**src/rtl/move_frame_tx.sv**
```systemverilog
// move_frame_tx: serializes accepted Connect6 stone placements into a
// byte-framed message on an 8-bit valid/ready stream.
// Frame: SOF, count, x_1, y_1, [x_2, y_2], [checksum].
// Optional feature macro: MOVE_TX_CSUM_EN appends an XOR checksum byte.
`timescale 1ns/1ps
module move_frame_tx #(
  parameter int          BOARD_SIZE = 19,
  parameter logic [7:0]  SOF_BYTE   = 8'hC6
) (
  input  logic       clk,
  input  logic       rst,
  input  logic       mv_valid,
  output logic       mv_ready,
  input  logic       first_move,
  input  logic [5:0] x_1,
  input  logic [5:0] y_1,
  input  logic [5:0] x_2,
  input  logic [5:0] y_2,
  output logic [7:0] tx_data,
  output logic       tx_valid,
  input  logic       tx_ready,
  output logic       tx_last,
  output logic       err_range,
  output logic [7:0] frame_cnt
);

  // state | meaning
  // IDLE  | waiting for a move pair, mv_ready high
  // SOF   | sending start-of-frame marker
  // CNT   | sending stone count (1 or 2)
  // X1    | sending first stone x
  // Y1    | sending first stone y
  // X2    | sending second stone x
  // Y2    | sending second stone y
  // CSUM  | sending XOR checksum (checksum build only)
  typedef enum logic [2:0] {
    IDLE, SOF, CNT, X1, Y1, X2, Y2
`ifdef MOVE_TX_CSUM_EN
    , CSUM
`endif
  } state_t;

  localparam logic [6:0] BS = 7'(BOARD_SIZE);

  state_t     state, state_nxt;
  logic [5:0] x1_q, y1_q, x2_q, y2_q;
  logic       first_q;
  logic       accept, bad, hs;

  assign mv_ready = (state == IDLE) && !rst;
  assign accept   = mv_valid && mv_ready;
  assign hs       = tx_valid && tx_ready;

  // Second stone is only range-checked when it is actually sent.
  assign bad = ({1'b0, x_1} >= BS) || ({1'b0, y_1} >= BS) ||
               (!first_move && (({1'b0, x_2} >= BS) || ({1'b0, y_2} >= BS)));

`ifdef MOVE_TX_CSUM_EN
  logic [7:0] csum_q;

  // Running XOR of every byte handshaken so far in the current frame.
  always_ff @(posedge clk) begin
    if (rst || state == IDLE) csum_q <= '0;
    else if (hs)              csum_q <= csum_q ^ tx_data;
  end
`endif

  // State register.
  always_ff @(posedge clk) begin
    if (rst) state <= IDLE;
    else     state <= state_nxt;
  end

  // Next-state and byte mux; outputs depend on state only, so they hold
  // steady while the sink stalls.
  always_comb begin
    state_nxt = state;
    tx_valid  = 1'b0;
    tx_data   = '0;
    tx_last   = 1'b0;
    case (state)
      IDLE: if (accept && !bad) state_nxt = SOF;
      SOF: begin
        tx_valid = 1'b1;
        tx_data  = SOF_BYTE;
        if (tx_ready) state_nxt = CNT;
      end
      CNT: begin
        tx_valid = 1'b1;
        tx_data  = first_q ? 8'd1 : 8'd2;
        if (tx_ready) state_nxt = X1;
      end
      X1: begin
        tx_valid = 1'b1;
        tx_data  = {2'b00, x1_q};
        if (tx_ready) state_nxt = Y1;
      end
      Y1: begin
        tx_valid = 1'b1;
        tx_data  = {2'b00, y1_q};
        if (first_q) begin
`ifdef MOVE_TX_CSUM_EN
          if (tx_ready) state_nxt = CSUM;
`else
          tx_last = 1'b1;
          if (tx_ready) state_nxt = IDLE;
`endif
        end else if (tx_ready) begin
          state_nxt = X2;
        end
      end
      X2: begin
        tx_valid = 1'b1;
        tx_data  = {2'b00, x2_q};
        if (tx_ready) state_nxt = Y2;
      end
      Y2: begin
        tx_valid = 1'b1;
        tx_data  = {2'b00, y2_q};
`ifdef MOVE_TX_CSUM_EN
        if (tx_ready) state_nxt = CSUM;
`else
        tx_last = 1'b1;
        if (tx_ready) state_nxt = IDLE;
`endif
      end
`ifdef MOVE_TX_CSUM_EN
      CSUM: begin
        tx_valid = 1'b1;
        tx_data  = csum_q;
        tx_last  = 1'b1;
        if (tx_ready) state_nxt = IDLE;
      end
`endif
      default: state_nxt = IDLE;
    endcase
  end

  // Move capture, range-error pulse and completed-frame counter.
  always_ff @(posedge clk) begin
    if (rst) begin
      err_range <= 1'b0;
      frame_cnt <= '0;
      x1_q      <= '0;
      y1_q      <= '0;
      x2_q      <= '0;
      y2_q      <= '0;
      first_q   <= 1'b0;
    end else begin
      err_range <= accept && bad;
      if (accept) begin
        x1_q    <= x_1;
        y1_q    <= y_1;
        x2_q    <= x_2;
        y2_q    <= y_2;
        first_q <= first_move;
      end
      if (hs && tx_last) frame_cnt <= frame_cnt + 8'd1;
    end
  end

endmodule
```
**config.mk**
```make
export PLATFORM = sky130hd
export DESIGN_NAME = move_frame_tx
export DESIGN_NICKNAME = d
export VERILOG_FILES = /design/src/rtl/move_frame_tx.sv
export SDC_FILE = /design/constraint.sdc
export NUM_CORES = 1
export LEC_CHECK = 0
export ABC_CLOCK_PERIOD_IN_PS = 2300
export CORE_ASPECT_RATIO = 0.7
export CORE_MARGIN = 3
export CORE_UTILIZATION = 51
export DETAILED_ROUTE_END_ITERATION = 8
export PLACE_DENSITY = 0.87
export SKIP_CTS_REPAIR_TIMING = 1
export SLEW_MARGIN = 20
export SYNTH_ARGS = -nofsm -noshare
export SYNTH_HDL_FRONTEND = slang
export SYNTH_SLANG_ARGS = --single-unit
export TNS_END_PERCENT = 30
```
**constraint.sdc**
```tcl
create_clock -name clk -period 2.3 [get_ports clk]
set_clock_uncertainty 0.05 [all_clocks]
set_input_delay 0.345 -clock clk [delete_from_list [all_inputs] [get_ports clk]]
set_output_delay 0.345 -clock clk [all_outputs]
set_load 0.02 [all_outputs]
```
Word level (Yosys, flattened, before mapping) --
Cells that the tools add are included.
Word-level totals: input port bits 29, register bits after elaboration 37
Cells by class: add/subtract/negate cells 1, equal/unequal tests 12, order comparisons 4, muxes and demuxes 14, reduce and logical (&&, ||, !) cells 16
Operator list (number):
- 8-bit one-hot mux with 6 select lines | 1
- 6-bit by 5-bit >= comparator with 1-bit output (second input constant) | 4
- 3-bit 2-to-1 mux | 8
- 3-bit one-hot mux with 7 select lines | 1
- 3-bit equality test (second input constant) | 3
- 8-bit by 1-bit adder with 8-bit output (second input constant) | 1
- 2-bit != test (second input constant) | 4
- 1-bit logical AND | 7
- 3-bit by 2-bit equality test with 1-bit output (second input constant) | 2
- 6-bit AND reduction | 1
- 6-bit OR reduction | 1
- 3-bit by 1-bit equality test with 1-bit output (second input constant) | 1
- 1-bit logical NOT | 3
- 3-bit logical NOT | 1
- 1-bit logical OR | 3
- 3-bit != test (second input constant) | 1
- 1-bit 2-to-1 mux | 2
- 2-bit 2-to-1 mux | 1
- 2-bit by 1-bit != test with 1-bit output (second input constant) | 1
- 1-bit one-hot mux with 2 select lines | 1

Logic depth before layout (Yosys ltp) --
Gate-level depths: netlist of run 1.
depth in word-level cells 8, mapped depth 7, mapped depth without buffers 5

Least setup slack after synthesis of run 1 --
No wires, ideal clock.
kind register to output, from reg state[1], to out tx_data[7], slack 0.471 ns, required time 1.905 ns, arrival 1.434 ns, stages on the path, launching flop included 5, path through dfxtp_1 buf_6 clkbuf_1 nor3_1 buf_4
On the way: word-level cells in the longest chain between the ends 2
RTL lines:
- start: declaration | RTL line 45 | state_t state, state_nxt;
- start signal: assignment | RTL line 71 | else state <= state_nxt;
- 3-bit equality test (tied with other cells) | RTL line 81 | case (state)
- 8-bit one-hot mux with 6 select lines (*) | RTL line 81
- end: declaration | RTL line 19 | output logic [7:0] tx_data,
Every way passes the cells marked *; elsewhere a longest branch is shown, timed or not.

Final worst setup path of run 1 --
from reg state[1], to out tx_valid
On the way: word-level cells in the longest chain between the ends 3
RTL lines:
- 3-bit equality test (tied with other cells) | RTL line 81
- 6-bit OR reduction (no line) (*)
- 1-bit 2-to-1 mux (*) | RTL line 81
- end: declaration | RTL line 20 | output logic tx_valid,
Marked as above.

==> results of run 1 <==
==> critical path, cell delays in order (launching register included) <==
cell and delay [ps]:
dfxtp_1 350, buf_6 180, nor3_1 290, nor2_1 90
clkdlybuf4s50_1 540
==> metal layers <==
metal	GRT usage	part of all wire	vias up	wire length, um
li1	-	-	883	-
met1	0.318	0.49	822	2250
met2	0.311	0.42	75	1960
met3	0.0534	0.077	7	354
met4	0.0761	0.013	0	60
met5	0	0	-	0
==> flip-flops by register name (all words and copies together) (netlist names) <==
| signal | cells |
|---|---|
| state | 3 |
| x1_q | 6 |
| x2_q | 6 |
| y1_q | 6 |
| y2_q | 6 |
| frame_cnt | 8 |
| err_range | 1 |
| first_q | 1 |
==> power by group through the flow <==
stage	Combinational [mW]	Sequential, mW	Clock, mW
floorplan	0.0964	0.710	0
global placement	0.183	0.714	0
global route	0.204	0.705	0.459
CTS	0.187	0.701	0.438
finish	0.186	0.702	0.430
detailed placement	0.186	0.714	0
==> through the flow <==
step                      cells   util  TNS [ps]  worst slack (ps)
after floorplan             230      -         0               471
after global placement      319  0.718         0               229
after detailed placement    319  0.718         0               193
after CTS                   327  0.742      -404              -143
after global routing        327  0.750         0              64.1
final                       327  0.750         0               166
==> final cells by class <==
cell class,instances,share of cell area
Clock buffer,8,0.0324
Inverter,10,0.0152
Multi-Input combinational cell,167,0.395
Sequential cell,37,0.299
Tap cell,47,0.0238
Timing Repair Buffer,58,0.234
==> placed cells by master (no fill, tap or decap), types with 2 or more instances in the layout <==
cell type        instances
o21ai_0                  7
o31ai_1                  3
nor4_1                   5
and3_1                   2
mux2i_1                  5
clkbuf_1                 3
a22oi_1                  2
o211ai_1                 2
buf_4                    9
xnor2_1                  6
nor3b_1                  2
a21oi_1                 11
mux2_2                   2
a221oi_1                 3
dlymetal6s2s_1           8
nand3_1                  2
inv_1                   10
o22ai_1                  3
a211oi_1                 4
nor3_1                   3
dfxtp_1                 37
nand2_1                 51
nor2b_1                  3
clkdlybuf4s50_1         40
clkbuf_8                 5
nand3b_1                22
nor2_1                  18
==> cells by family after synthesis <==
group,after synthesis,share of synthesized area
adders and majority gates,1,0.00684
DFF,37,0.405
xor gates and xnor gates,6,0.0287
muxes,7,0.0397
AOI/OAI and AO/OA,39,0.139
buffers and inverters,26,0.0616
and+or+nand+nor,114,0.319
==> synthesized netlist by cell type, types with 4 or more instances <==
library cell | number | area share
o21ai_0 | 7 | 0.019
clkbuf_1 | 11 | 0.023
a211oi_1 | 4 | 0.016
nor2_1 | 18 | 0.037
dfxtp_1 | 37 | 0.41
xnor2_1 | 6 | 0.029
inv_1 | 10 | 0.021
nand2_1 | 51 | 0.10
nor4_1 | 5 | 0.017
mux2i_1 | 5 | 0.027
nor2b_1 | 4 | 0.014
nand3b_1 | 22 | 0.090
a21oi_1 | 11 | 0.030
==> final timing paths <==
check,end,slack (ps),cells past startpoint,startpoint
worst min register to register,y1_q[2],420,2,y1_q[2]
worst max register to register,frame_cnt[7],580,4,state[1]
worst max-delay path,tx_valid,170,4,state[1]
worst min-delay path,y1_q[2],420,2,y1_q[2]
==> impl_metrics.tcl, run 1 <==
set metrics [dict create \
    vias_per_cell 5.46 \
    vias 1787 \
    worstMarginPinSlew_ps 454 \
    hp-class "reg2reg" \
    power.internal_uw 989 \
    synth_ff_type "dfxtp_1" \
    crit_required_ps 1900 \
    synth-edff-count 0 \
    pwr-share-comb 0.141 \
    power.leakage_nw 1.09 \
    period_share 0.928 \
    cap_violations 0 \
    finalSetupViolCount 0 \
    grt_pass1_vias 1549 \
    outcome "complete, no violations" \
    antenna_cells 0 \
    maxSlewViolCount 0 \
    grt.overflow.total 0 \
    io_pins 49 \
    clock_path_buffers 2 \
    drt-initial-drc-count 151 \
    relSlewSlack 0.696 \
    grt_max_degree 38 \
    synthArstFlopShare 0 \
    drc 0 \
    critPathArrivalTime_ps 1740 \
    ant_nets 0 \
    yosysWarnings 0 \
    syn-num-nets 260 \
    dpl_cell_area_sq_mm 0.00237 \
    power_frac_clock 0.326 \
    rsz0062_at_grt "false" \
    netlist_area_sq_mm 0.00183 \
    grt_pass1_wl_um 7500 \
    area_delta_synth_final_pct 35.3 \
    yosysSeqAreaShare 0.405 \
    hold_viol 0 \
    synth_cell_type_count 36 \
    die_y_um 56.1 \
    grt_usage 0.219 \
    root_buffer "clkbuf_8" \
    rows 17 \
    firstDrtPassIters 5 \
    sw_frac_of_total 0.249 \
    critPathLaunchType "register" \
    path_clk_slew_ps 60 \
    design.core.area_sq_mm 0.00330 \
    max_freq_mhz 469 \
    timing.hold.ws_ps 425 \
    numClockSinks 37 \
    final-seq-area_sq_um 741 \
    p_total_mw 1.32 \
    yosys_register_bits 37 \
    cts_tree "done" \
    htreeDepth 2 \
    initial_core_util 0.554 \
    worst-path-max-fanout 15 \
    hpwl_um 3310 \
    syn_inst 230 \
    dieWidth_um 77.6 \
    final_design_area_no_fill_sq_mm 0.00247 \
    gp_congestion 0.837 \
    criticalPathCategory "reg2out" \
    fin_crit_ps 2130 \
    avgSynthCellArea_sq_um 7.95 \
    cts_buffers 5 \
    antenna_found_initial 0 \
    multi_input_area_sq_um 977 \
    final.fill_count 249 \
    nets 309 \
    portBuffers 48 \
    clock_latency_ps 290 \
    max-vdd-ir-drop_mv 0.367 \
    powerDensity_mw_per_mm2 533 \
    p_switching_uw 329 \
    drive_gt1_frac 0.0714 \
    worstSetupEndpointType "primary output" \
    power.share.sequential 0.532 \
    dieArea_sq_mm 0.00435 \
    routed_wl_um 4620 \
    wl_per_cell_um 14.1 \
]
Note: power is estimated with default switching activity, not from simulation.
==> run 2: changes to the inputs <==
--- a/config.mk
+++ b/config.mk
@@ -10,6 +10,7 @@
 export CORE_MARGIN = 3
 export CORE_UTILIZATION = 51
 export DETAILED_ROUTE_END_ITERATION = 8
+export GPL_ROUTABILITY_DRIVEN = 0
 export PLACE_DENSITY = 0.87
 export SKIP_CTS_REPAIR_TIMING = 1
 export SLEW_MARGIN = 20
==> results of run 2 <==
No change in the layout: final DEF, timing and power equal those of run 1.
==> run 3: changes to the inputs <==
--- a/config.mk
+++ b/config.mk
@@ -5,7 +5,6 @@
 export SDC_FILE = /design/constraint.sdc
 export NUM_CORES = 1
 export LEC_CHECK = 0
-export ABC_CLOCK_PERIOD_IN_PS = 2300
 export CORE_ASPECT_RATIO = 0.7
 export CORE_MARGIN = 3
 export CORE_UTILIZATION = 51
==> results of run 3 <==
No change in the layout: final DEF, timing and power equal those of run 1.
